===== src/rtl/thermometer_count_decoder_pkg.sv =====
// Shared constants and helpers for the thermometer-to-count decoder.
package thermometer_count_decoder_pkg;

    function automatic int clog2(input int value);
        int result;
        result = 32'sd0;
        for (int i = 0; i < 31; i++) begin
            if ((32'sd1 << i) < value) begin
                result = i + 32'sd1;
            end else begin
                result = result;
            end
        end
        return result;
    endfunction

endpackage


===== src/rtl/thermometer_count_decoder_onehot_to_binary.sv =====
// Combinational one-hot to binary index encoder; all-zeros maps to index 0.
module onehot_to_binary
    import thermometer_count_decoder_pkg::*;
#(
    parameter int  ONEHOT_WIDTH = 9,
    localparam int INDEX_WIDTH  = (clog2(ONEHOT_WIDTH) > 0) ? clog2(ONEHOT_WIDTH) : 1
) (
    input  logic [ONEHOT_WIDTH-1:0] onehot,
    output logic [INDEX_WIDTH-1:0]  index
);

    // OR together the indices of all set bits; exact for a single set bit
    always_comb begin
        index = '0;
        for (int i = 0; i < ONEHOT_WIDTH; i++) begin
            if (onehot[i]) begin
                index = index | INDEX_WIDTH'(i);
            end else begin
                index = index;
            end
        end
    end

endmodule


===== src/rtl/thermometer_count_decoder.sv =====
// Two-stage valid/ready pipeline turning a thermometer mask into its trailing-ones count,
// flagging masks that are not a legal thermometer code.
module thermometer_count_decoder
    import thermometer_count_decoder_pkg::*;
#(
    parameter int  WORD_WIDTH  = 8,
    localparam int COUNT_WIDTH = clog2(WORD_WIDTH + 1)
) (
    input  logic                   clock,
    input  logic                   areset_n,
    input  logic                   input_valid,
    output logic                   input_ready,
    input  logic [WORD_WIDTH-1:0]  input_data,
    output logic                   output_valid,
    input  logic                   output_ready,
    output logic [COUNT_WIDTH-1:0] output_count,
    output logic                   output_error
);

    logic [WORD_WIDTH:0]  data_ext_s;
    logic [WORD_WIDTH:0]  plus_one_s;
    logic [WORD_WIDTH:0]  onehot_s;
    logic                 malformed_s;
    logic                 s2_advance_s;
    logic                 s1_advance_s;
    logic                 s1_valid_r;
    logic [WORD_WIDTH:0]  onehot_r;
    logic                 s1_error_r;
    logic [COUNT_WIDTH-1:0] count_s;

    // Extra top bit lets an all-ones mask carry into bit WORD_WIDTH
    assign data_ext_s   = {1'b0, input_data};
    assign plus_one_s   = data_ext_s + {{WORD_WIDTH{1'b0}}, 1'b1};
    assign onehot_s     = plus_one_s & ~data_ext_s;
    assign malformed_s  = |(data_ext_s & plus_one_s);

    assign s2_advance_s = ~output_valid | output_ready;
    assign s1_advance_s = ~s1_valid_r | s2_advance_s;
    assign input_ready  = s1_advance_s;

    onehot_to_binary #(
        .ONEHOT_WIDTH(WORD_WIDTH + 1)
    ) u_encoder (
        .onehot(onehot_r),
        .index (count_s)
    );

    // Stage 1: capture the isolated lowest-clear bit and the legality flag
    always_ff @(posedge clock or negedge areset_n) begin
        if (!areset_n) begin
            s1_valid_r <= 1'b0;
            onehot_r   <= '0;
            s1_error_r <= 1'b0;
        end else if (s1_advance_s) begin
            s1_valid_r <= input_valid;
            onehot_r   <= onehot_s;
            s1_error_r <= malformed_s;
        end
    end

    // Stage 2: registered outputs, held while downstream stalls
    always_ff @(posedge clock or negedge areset_n) begin
        if (!areset_n) begin
            output_valid <= 1'b0;
            output_count <= '0;
            output_error <= 1'b0;
        end else if (s2_advance_s) begin
            output_valid <= s1_valid_r;
            output_count <= count_s;
            output_error <= s1_error_r;
        end
    end

endmodule


===== config.mk =====
export PLATFORM = sky130hd
export DESIGN_NAME = thermometer_count_decoder
export DESIGN_NICKNAME = d
export VERILOG_FILES = /design/src/rtl/thermometer_count_decoder_pkg.sv /design/src/rtl/thermometer_count_decoder_onehot_to_binary.sv /design/src/rtl/thermometer_count_decoder.sv
export SDC_FILE = /design/constraint.sdc
export NUM_CORES = 1
export LEC_CHECK = 0
export BUFFER_PORTS_ARGS = -buffer_cell sky130_fd_sc_hd__buf_4
export CORE_MARGIN = 2
export CORE_UTILIZATION = 49
export DETAILED_ROUTE_END_ITERATION = 7
export PLACE_DENSITY = 0.81
export SYNTH_ARGS = -nofsm -noshare
export SYNTH_HDL_FRONTEND = slang
export SYNTH_SLANG_ARGS = --single-unit

===== constraint.sdc =====
create_clock -name clock -period 1.7 [get_ports clock]
set_clock_uncertainty 0.05 [all_clocks]
set_input_delay 0 -clock clock [delete_from_list [all_inputs] [get_ports clock]]
set_output_delay 0 -clock clock [all_outputs]
set_load 0.01 [all_outputs]

* Word level (Yosys, flattened, before mapping)
Index checks and enable logic that the tools add are counted.
** Storage, ports and cells
- Register bits after elaboration :: 17
- Word-level logic and storage cells :: 23
** Cells by class
- Add/subtract/negate cells :: 1
- Muxes and demuxes :: 8
- Bitwise logic cells :: 7
- Reduce and logical (&&, ||, !) cells :: 1
** Operators by type and width (number)
- 3-bit two-way mux :: 4
- 8-bit by 1-bit adder with 9-bit output (second input constant) :: 1
- 8-bit by 9-bit AND with 9-bit output :: 1
- 9-bit AND :: 1
- 8-bit NOT with 9-bit output :: 1
- 9-bit OR reduction :: 1
- 2-bit two-way mux :: 2
- 4-bit two-way mux :: 1
- 1-bit NOT :: 2
- 1-bit OR :: 2
- 1-bit two-way mux :: 1

* Depth between registers and ports, before layout
- Depth in word-level cells :: 8
- Gate-level depth with buffers :: 5
- Mapped depth without buffers :: 4

* Cells and area by module
A second synthesis with hierarchy kept.
** Unflattened totals
- Cells, all modules :: 69
- Area total of the unflattened synthesis :: 787.0 sq um
** Modules (own cells, without submodules)
- thermometer_count_decoder :: instances 1, cells each 65, area each 757.0 sq um, seq. area each 425.4 sq um
- onehot_to_binary :: instances 1, cells each 4, area each 30.0 sq um, seq. area each 0.0 sq um

* Worst setup path after synthesis
Ideal clock, no wire load.
- Kind :: flip-flop to flip-flop
- From :: reg output_valid
- To :: reg onehot_r[4]
- Setup time :: 74 ps
- Arrival time :: 1180 ps
- Data required time :: 1576 ps
- Slack :: 396 ps
- Stages on the path, launching flop included :: 5
- Period minus slack after synthesis :: 1304 ps
- Cells stage by stage :: dfrtp_1 and3b_1 buf_6 or3_4 o21ai_2
** Between the ends
- Cells in the longest elaborated chain, start to end :: 3
** RTL lines
- start: declaration :: RTL line thermometer_count_decoder.sv:14 : output logic output_valid,
- start signal: assignment :: RTL line thermometer_count_decoder.sv:68 : output_valid <= s1_valid_r;
- 1-bit NOT :: RTL line thermometer_count_decoder.sv:37 : assign s2_advance_s = ~output_valid | output_ready;
- 1-bit OR :: RTL line thermometer_count_decoder.sv:37
- 1-bit OR :: RTL line thermometer_count_decoder.sv:38 : assign s1_advance_s = ~s1_valid_r | s2_advance_s;
- end signal: assignment :: RTL line thermometer_count_decoder.sv:56 : onehot_r <= onehot_s;
- end: declaration :: RTL line thermometer_count_decoder.sv:27 : logic [WORD_WIDTH:0] onehot_r;
Every way passes these cells.
A chain may end at the register's enable or synchronous reset.

* Worst setup path after layout
- From :: reg output_valid
- To :: reg onehot_r[1]
The elaborated chain is that of the path after synthesis.

==> out/results.ini <==
[cts]
htreeDepth=1
cts_setup_buffers=0
cts_sinks=16
clk_path_buf_depth=2
cts_tree=done
cts_buffers=3
clk_latency_ps=290
clk_pin_slew_worst_paths_ps=90
cts-root-buf=clkbuf_4

[setup_path]
end_kind=register
cpPeakStageDelay_ps=560
crit_slowest_cell=dlygate4sd3_1
rr_startpoint=output_valid$_DFFE_PN0P_
reg2reg_to=onehot_r[1]$_DFFE_PN0P_
critPathRequiredTime_ps=1880
critPathArrivalTime_ps=1800
ff2ff_setup_slack_ps=70
path_cells=and3b_2, inv_1, nand3b_1, dlygate4sd3_1, nand2_1
cp_max_fo=6
path_class=register to register
crit_path_start_kind=register
r2r.worst_path.cells=5

[grt]
antenna_found_initial=0
grt_overflow_total=0
grt_first_pass_wirelength_um=2560
grt_max_degree=17
grt_pass1_vias=590
grt_util_all_layers=0.198

[detailed_routing]
wirelength_um=1450
remaining_drc_errors=0
drt_iter0_drc=8
wl_per_cell_um=12.7
viasPerCell=5.34
num_vias=609
wl_met1_um=640
drt_pre_antenna_iters=4
routed-wl-met2_um=702
met3_wirelength_um=62
final_antenna_net_count=0
maxUsedRoutingLayer=met4

[cells_and_area]
fill_cells=102
post_route_cells_drive_above_1_share=0.323
final_nets=112
antennaDiodeCount=0
syn_to_final_growth_pct=40.4

[sta]
fmax_mhz=615
worst_pin_slew_ps=333
fin_setup_tns_ps=0
rsz0062_at_grt=false
max_slew_margin=0.778
maxSlewViolCount=0
fin_ws_ps=73.8
setup_viol=0
finalCritPeriodShare=0.957
hold_viol=0
min_period_ps=1630

[worst_hold_path]
hold_class=primary input to async pin

[yosys]
syn_area_per_cell_sq_um=10.5
synth.net_count=80
postSynthCellCount=68
synth-seq-cells=16
yosysSeqAreaShare=0.562
synth_cell_types=24
ys_warn_count=0
syn_area_sq_um=712

[power]
power.total_mw=0.802
powerDensity_nw_per_um2=802
vdd_drop_max_mv=0.583
leakagePower_nw=0.460

[floorplan]
dieArea_sq_um=1770
pin_count=19
dieWidth_um=42.1
core_region_area_sq_um=1330
initial_core_util=0.534
die_h_um=42.1
rows=13

[place]
port_buffers=18
place_ws_ps=448
gp_congestion=0.773
post-dp-hpwl_um=1050

[run]
cap_violations=0

[run_status]
outcome=completed

## cells in the final DEF, fill, tap and decap left out
master and count:
a21oi_1 3, a22oi_1 1, a41oi_1 1, and3b_2 1, buf_4 19, clkbuf_4 3
clkbuf_8 1, dfrtp_1 16, dlygate4sd3_1 11, inv_1 2, mux2_2 2, nand2_1 12
nand2b_1 4, nand3_1 2, nand3b_1 1, nor2_1 4, nor4_1 3, o21ai_0 1
o21ai_1 1, o21ai_2 2, o22ai_1 1, o31ai_1 3, o31ai_2 1, or2_2 2
or3_1 1, or3_4 1
## timing repair
action	4_1_cts	5_1_grt
endpoints found under the hold margin	25	0
setup endpoints to repair	0	1
gates resized for setup	0	1
hold buffers	11	0
## synthesized netlist by cell type (all sizes together)
library cell / count / share of area
dfrtp: 16 / 0.56
nand2: 12 / 0.063
nand2b: 4 / 0.035
nor2: 4 / 0.021
o21ai: 4 / 0.039
o31ai: 4 / 0.049
a21oi: 3 / 0.021
buf: 3 / 0.030
nor4: 3 / 0.026
inv: 2 / 0.011
mux2: 2 / 0.032
nand3: 2 / 0.014
or2: 2 / 0.018
or3: 2 / 0.025
a22oi: 1 / 0.011
a41oi: 1 / 0.012
and3b: 1 / 0.012
nand3b: 1 / 0.011
o22ai: 1 / 0.0088
## registers in the layout (all words and copies together), names as in the netlist
name,count
output_error,1
output_valid,1
s1_valid_r,1
s1_error_r,1
output_count,4
onehot_r,8
## per-stage QoR
stage / hold slack [ps] / cells / instance area, sq um / utilization
detailed placement: -184 / 99 / 852 / 0.639
finish: 42.1 / 114 / 1000 / 0.750
global placement: -184 / 99 / 852 / 0.639
floorplan: -346 / 68 / 712 / -
global route: 72.6 / 114 / 1000 / 0.750
CTS: 49.4 / 114 / 998 / 0.749
## cell type report
class | instances | area (sq um) | share of cell area
Timing Repair Buffer | 30 | 253 | 0.253
Clock buffer | 4 | 36.3 | 0.0363
Multi-Input combinational cell | 47 | 284 | 0.284
Tap cell | 15 | 18.8 | 0.0188
Sequential cell | 16 | 400 | 0.401
Inverter | 2 | 7.51 | 0.00751
## worst max-delay path: cells and delay by family (launching register included)
family,cells,cell delay [ps]
buf+inv,2,720
flops,1,400
simple gates,3,390
## power by group
| part | internal [mW] | switching (mW) |
|---|---|---|
| sequential | 0.401 | 0.0115 |
| combinational | 0.0744 | 0.0646 |
| clock | 0.130 | 0.120 |
## cell families (layout without fill, tap and decap cells)
kind of cell	Yosys count	after routing	synth area share
simple gates	31	31	0.225
flops	16	16	0.562
compound gates	14	14	0.141
buf+inv	5	36	0.0404
mux	2	2	0.0316
## per-layer routing
layer	vias to the layer above	GRT usage
li1	302	-
met1	278	0.236
met2	24	0.322
met3	5	0.0388
met4	0	0.131
met5	-	0
## worst max-delay path by stage
stage / start / to
floorplan: output_valid$_DFFE_PN0P_ / onehot_r[4]$_DFFE_PN0P_
global placement: output_valid$_DFFE_PN0P_ / onehot_r[5]$_DFFE_PN0P_
detailed placement: output_valid$_DFFE_PN0P_ / onehot_r[5]$_DFFE_PN0P_
CTS: output_valid$_DFFE_PN0P_ / onehot_r[1]$_DFFE_PN0P_
global route: output_valid$_DFFE_PN0P_ / onehot_r[1]$_DFFE_PN0P_
finish: output_valid$_DFFE_PN0P_ / onehot_r[1]$_DFFE_PN0P_
Note: power is estimated with default switching activity, not from simulation.
